===== src/rtl/score_display.sv =====
// Binary score to BCD via sequential double-dabble, driving registered active-low
// seven-segment digits with optional leading-zero blanking, overflow saturation and blink.
module score_display #(
  parameter int unsigned WIDTH        = 14,
  parameter int unsigned NUM_DIGITS   = 4,
  parameter bit          LZ_BLANK     = 1'b1,
  parameter int unsigned BLINK_CYCLES = 25000000
) (
  input  logic                    clock,
  input  logic                    reset,
  input  logic                    load,
  input  logic [WIDTH-1:0]        value,
  input  logic                    blink_en,
  output logic                    busy,
  output logic                    done,
  output logic                    overflow,
  output logic [4*NUM_DIGITS-1:0] bcd_out,
  output logic [7*NUM_DIGITS-1:0] hex_out
);

  localparam int unsigned BcdW      = 4 * NUM_DIGITS;
  localparam int unsigned HexW      = 7 * NUM_DIGITS;
  // ceil(WIDTH * log10(2)) + 1 digits keeps the conversion exact
  localparam int unsigned AccCalc   = (WIDTH * 30103 + 99999) / 100000 + 1;
  localparam int unsigned AccDigits = (AccCalc > NUM_DIGITS) ? AccCalc : NUM_DIGITS;
  localparam int unsigned AccW      = 4 * AccDigits;
  localparam int unsigned CntW      = $clog2(WIDTH + 1);
  localparam int unsigned BlinkW    = $clog2(BLINK_CYCLES);
  localparam int unsigned CmpW      = (WIDTH > 32) ? WIDTH : 32;

  function automatic int unsigned pow10(input int unsigned n);
    int unsigned p;
    p = 1;
    for (int unsigned i = 0; i < n; i++) p = p * 10;
    return p;
  endfunction

  function automatic logic [6:0] seg7(input logic [3:0] d);
    logic [6:0] s;
    case (d)
      4'd0:    s = 7'b1000000;
      4'd1:    s = 7'b1111001;
      4'd2:    s = 7'b0100100;
      4'd3:    s = 7'b0110000;
      4'd4:    s = 7'b0011001;
      4'd5:    s = 7'b0010010;
      4'd6:    s = 7'b0000010;
      4'd7:    s = 7'b1111000;
      4'd8:    s = 7'b0000000;
      4'd9:    s = 7'b0010000;
      default: s = 7'b1111111;
    endcase
    return s;
  endfunction

  function automatic logic [HexW-1:0] reset_hex();
    logic [HexW-1:0] r;
    for (int unsigned i = 0; i < NUM_DIGITS; i++) begin
      r[7*i +: 7] = (i == 0 || !LZ_BLANK) ? 7'b1000000 : 7'b1111111;
    end
    return r;
  endfunction

  localparam logic [HexW-1:0] HexReset = reset_hex();
  localparam logic [CmpW-1:0] MaxVal   = CmpW'(pow10(NUM_DIGITS) - 1);

  typedef enum logic [1:0] {StIdle, StShift, StOutput} state_e;

  state_e              state_q;
  logic [AccW-1:0]     acc_q;
  logic [AccW-1:0]     acc_adj;
  logic [WIDTH-1:0]    sr_q;
  logic [CntW-1:0]     bit_cnt_q;
  logic                ovf_q;
  logic [HexW-1:0]     seg_q;
  logic [BlinkW-1:0]   blink_cnt_q;
  logic                blink_phase_q;
  logic [CmpW-1:0]     value_ext;
  logic [BcdW-1:0]     res_bcd;
  logic [HexW-1:0]     res_hex;
  logic [HexW-1:0]     hex_next;
  logic                lz_seen;
  logic                blank_now;

  assign value_ext = CmpW'(value);
  assign busy      = (state_q != StIdle);
  assign blank_now = blink_en && blink_phase_q;

  always_comb begin
    acc_adj = acc_q;
    for (int unsigned i = 0; i < AccDigits; i++) begin
      if (acc_q[4*i +: 4] >= 4'd5) acc_adj[4*i +: 4] = acc_q[4*i +: 4] + 4'd3;
    end
  end

  // Scan from the top digit; once a nonzero digit is seen all lower digits are shown
  always_comb begin
    res_bcd = ovf_q ? {NUM_DIGITS{4'h9}} : acc_q[BcdW-1:0];
    res_hex = '1;
    lz_seen = 1'b0;
    for (int i = NUM_DIGITS - 1; i >= 0; i--) begin
      if (res_bcd[4*i +: 4] != 4'd0 || i == 0 || ovf_q || !LZ_BLANK) lz_seen = 1'b1;
      res_hex[7*i +: 7] = lz_seen ? seg7(res_bcd[4*i +: 4]) : 7'b1111111;
    end
  end

  assign hex_next = (state_q == StOutput) ? res_hex : seg_q;

  always_ff @(posedge clock) begin
    if (reset) begin
      state_q   <= StIdle;
      acc_q     <= '0;
      sr_q      <= '0;
      bit_cnt_q <= '0;
      ovf_q     <= 1'b0;
      seg_q     <= HexReset;
      done      <= 1'b0;
      overflow  <= 1'b0;
      bcd_out   <= '0;
      hex_out   <= HexReset;
    end else begin
      done    <= 1'b0;
      // Blink mask applied at the output register keeps hex_out glitch-free
      hex_out <= blank_now ? '1 : hex_next;
      case (state_q)
        StIdle: begin
          if (load) begin
            sr_q      <= value;
            acc_q     <= '0;
            ovf_q     <= (value_ext > MaxVal);
            bit_cnt_q <= '0;
            state_q   <= StShift;
          end
        end
        StShift: begin
          acc_q     <= {acc_adj[AccW-2:0], sr_q[WIDTH-1]};
          sr_q      <= {sr_q[WIDTH-2:0], 1'b0};
          bit_cnt_q <= bit_cnt_q + 1'b1;
          if (bit_cnt_q == CntW'(WIDTH - 1)) state_q <= StOutput;
        end
        StOutput: begin
          bcd_out  <= res_bcd;
          seg_q    <= res_hex;
          overflow <= ovf_q;
          done     <= 1'b1;
          state_q  <= StIdle;
        end
        default: state_q <= StIdle;
      endcase
    end
  end

  always_ff @(posedge clock) begin
    if (reset || !blink_en) begin
      blink_cnt_q   <= '0;
      blink_phase_q <= 1'b0;
    end else if (blink_cnt_q == BlinkW'(BLINK_CYCLES - 1)) begin
      blink_cnt_q   <= '0;
      blink_phase_q <= ~blink_phase_q;
    end else begin
      blink_cnt_q <= blink_cnt_q + 1'b1;
    end
  end

endmodule


===== config.mk =====
export PLATFORM = sky130hd
export DESIGN_NAME = score_display
export DESIGN_NICKNAME = d
export VERILOG_FILES = /design/src/rtl/score_display.sv
export SDC_FILE = /design/constraint.sdc
export NUM_CORES = 1
export LEC_CHECK = 0
export ABC_AREA = 1
export CORE_UTILIZATION = 40
export DETAILED_ROUTE_END_ITERATION = 8
export PLACE_DENSITY_LB_ADDON = 0.08
export SYNTH_ARGS = -nofsm -noshare
export SYNTH_HDL_FRONTEND = slang
export SYNTH_SLANG_ARGS = --single-unit

===== constraint.sdc =====
create_clock -name clock -period 1.7 [get_ports clock]
set_clock_uncertainty 0.2 [all_clocks]
set_input_delay 0.34 -clock clock [delete_from_list [all_inputs] [get_ports clock]]
set_output_delay 0.34 -clock clock [all_outputs]
set_load 0.02 [all_outputs]

==> results.toml <==
[floorplan]
row_count = 46
die_w_microns = 130
io_pins = 65
die_area_sq_mm = 0.0169
start_util_pct = 41.1
coreArea_sq_mm = 0.0159
die_h_microns = 130

[sta]
rsz0062_at_grt = "yes"
tightest_slew_ns = 0.364
layout_setup_ws_ns = -0.142
fin_crit_sh_pct = 108
slew_headroom_pct = 75.6
hold_viol_final = 0
final-max-slew-violation-count = 0
setup_violations = 42
hold_ws_ns = 0.243
min_period_ns = 1.84
fmax_ghz = 0.543

[worst_setup_path]
critPathMaxStageDelay_ns = 0.37
critPathSlowestCell = "dfxtp_4"
crit_required_ns = 1.87
r2r_end = "seg_q[10]"
cp-start-kind = "register"
crit_family = "simple AND/OR/NAND/NOR gates"
cp.buffers_inverters = 3
crit_end = "seg_q[10]"
rr_worst_depth = 11
endpoint_kind = "register"
path_depth = 11
crit_type = "reg2reg"
r2r_slack_ns = -0.14
cp.arrival_ns = 2.01
reg2reg_from = "ovf_q"
cp_max_fo = 8
path_cells = "buf_8 > nor2_4 > ha_4 > inv_2 > nor2_4 > nand2_4 > nor2_8 > nand2_8 > nand2_4 > o21bai_1 > inv_1"
cp-startpoint = "ovf_q"

[global_routing]
grt_pass1_vias = 5635
grt_overflow = 0
grt_pass1_wl_microns = 26300
grt_start_max_net_pins = 26
antenna_found_initial = 0
grt.total_usage_pct = 19.9

[finish]
final_cell_mix = "nand2_1, dfxtp_1, inv_1"
num-fill-cells = 1527
fin_nets = 1081
layout-drive-gt1-share_pct = 25.1
fin_cells = 1261
antenna_cells = 0
layout_commonest_cell = "nand2_1"
finalInstanceArea_sq_mm = 0.00917
syn_to_final_growth_pct = 40.1

[clock_tree]
cts_tree = "built"
clock_latency_ns = 0.42
cts_root_buf = "clkbuf_16"
cts_buffer_depth = 2
cts-buffers-inserted = 17
cts.reportedPaths.clkPinSlew_ns = 0.06
htree_num_levels = 4
clock-sinks = 137
hold_buffers = 0

[power]
ir_worst_vdd_v = 0.000686
power.switching_mw = 1.83
p_leak_nw = 3.85
p_clk_share_pct = 51.9
power.density_mw_per_mm2 = 884
internal_power_mw = 6.28
p_seq_share_pct = 40.4
comb_power_share_pct = 7.7
finalPower_mw = 8.11
p_sw_share_pct = 22.5

[synthesis]
syn_area_sq_mm = 0.00655
seq_area_frac_synth_pct = 41.9
synth_flop_cell = "dfxtp_1"
synth_edf_count = 0
async_flop_share_pct = 0
ys_types = 38
ys_ff_latch = 137
avgSynthCellArea_sq_um = 7.32
syn_inst = 894
ys_warn_count = 0
synth_nets = 943

[drt]
viasPerCell = 4.81
vias = 6068
drt_iter0_markers = 352
dr.pass1.iters = 4
wire_per_inst_microns = 12.7
drc_errors = 0
detail-route-antenna-nets = 0
wirelength_microns = 16000

[place]
place_congestion = 0.831
io_buffers = 64
placed_cells = 1224
place_area_sq_mm = 0.00796
dpl.hpwl_microns = 11200
pre_cts_ws_ns = -0.276

[run_status]
violations = "setup timing"
status = "finished with violations"

[flow_run]
cap_violations = 0

[min_path]
hp-class = "reg2reg"
worst min-delay path by stage:
| stage | startpoint | slack, ns | depth (start not counted) | endpoint |
|---|---|---|---|---|
| floorplan | sr_q[10] | 0.23 | 2 | sr_q[10] |
| global placement | sr_q[8] | 0.23 | 2 | sr_q[8] |
| detailed placement | sr_q[10] | 0.24 | 2 | sr_q[10] |
| CTS | sr_q[12] | 0.25 | 2 | sr_q[12] |
| global route | sr_q[2] | 0.26 | 2 | sr_q[2] |
| finish | sr_q[12] | 0.24 | 2 | sr_q[12] |
cells in the mapped netlist (4+ instances only):
| cell type | n | area (sq um) |
|---|---|---|
| a21oi_1 | 53 | 265 |
| buf_2 | 14 | 70.1 |
| buf_6 | 5 | 56.3 |
| clkbuf_1 | 5 | 18.8 |
| dfxtp_1 | 137 | 2740 |
| ha_1 | 31 | 388 |
| inv_1 | 111 | 417 |
| inv_2 | 10 | 37.5 |
| nand2_1 | 223 | 837 |
| nand2_2 | 5 | 31.3 |
| nand3_1 | 61 | 305 |
| nand3_2 | 5 | 50.1 |
| nand4_1 | 10 | 62.6 |
| nor2_1 | 98 | 368 |
| nor2_2 | 4 | 25.0 |
| nor2_4 | 6 | 67.6 |
| o211ai_1 | 10 | 75.1 |
| o21ai_0 | 41 | 205 |
| o21ai_1 | 8 | 40.0 |
| o21bai_1 | 4 | 30.0 |
| o221ai_1 | 12 | 105 |
| or2_2 | 5 | 31.3 |
| xnor2_1 | 7 | 61.3 |
| xor2_1 | 4 | 35.0 |
cells by family after synthesis:
group / after synthesis / share of synthesized area [%]
simple gates: 434 / 29.8
buf+inv: 148 / 9.38
flops: 137 / 41.9
compound gates: 133 / 11.5
fa+ha+maj: 31 / 5.92
xor+xnor: 11 / 1.47
routing by layer:
metal | vias to the layer above | routed length (microns) | global-route usage (%)
met4 | 0 | 300 | 7.32
met2 | 108 | 7540 | 32.4
met3 | 22 | 590 | 3.77
li1 | 3144 | - | -
met1 | 2794 | 7620 | 26.2
met5 | - | 0 | 0
what timing repair did:
item,4_1_cts,5_1_grt
cloned,0,1
pin swaps,34,26
setup buffers,5,0
gates resized for setup,130,73
endpoints found under the setup margin,101,90
worst register-to-register path: stages (launching register included):
cell      delay, ns
dfxtp_4        0.37
buf_8          0.15
nor2_4         0.18
ha_4           0.15
inv_2          0.04
nor2_4         0.10
nand2_4        0.10
nor2_8         0.19
nand2_8        0.10
nand2_4        0.11
o21bai_1       0.06
inv_1          0.05
layout make-up:
type,instances,area [sq um],share of cell area [%]
inverters,121,464,5.06
multi-input cells,609,3690,40.2
repair buffers,146,1320,14.4
clock inverters,15,249,2.71
clock buffers,17,425,4.64
flip-flops and latches,137,2750,30.0
well taps,216,270,2.95
metrics by stage:
stage | TNS (ns) | utilization, %
finish | -4.34 | 57.5
global route | -8.21 | 57.5
CTS | -2.88 | 55.9
detailed placement | -23.45 | 49.9
global placement | -22.11 | 49.9
floorplan | 0 | -
flip-flops by register name, indices dropped and copies added, names as in the netlist:
name,count
bit_cnt_q,4
ovf_q,1
blink_phase_q,1
sr_q,14
done,1
blink_cnt_q,25
acc_q,16
overflow,1
hex_out,28
bcd_out,16
seg_q,28
state_q,2
power by group through the flow:
stage / Clock, mW / Sequential (mW) / Combinational [mW]
after detailed placement: 0 / 3.35 / 0.522
after global placement: 0 / 3.35 / 0.522
after global routing: 4.41 / 3.28 / 0.681
after floorplan: 0 / 3.34 / 0.318
final: 4.21 / 3.28 / 0.622
after CTS: 4.29 / 3.28 / 0.589
No activity file was read; power rests on OpenSTA's default activity.
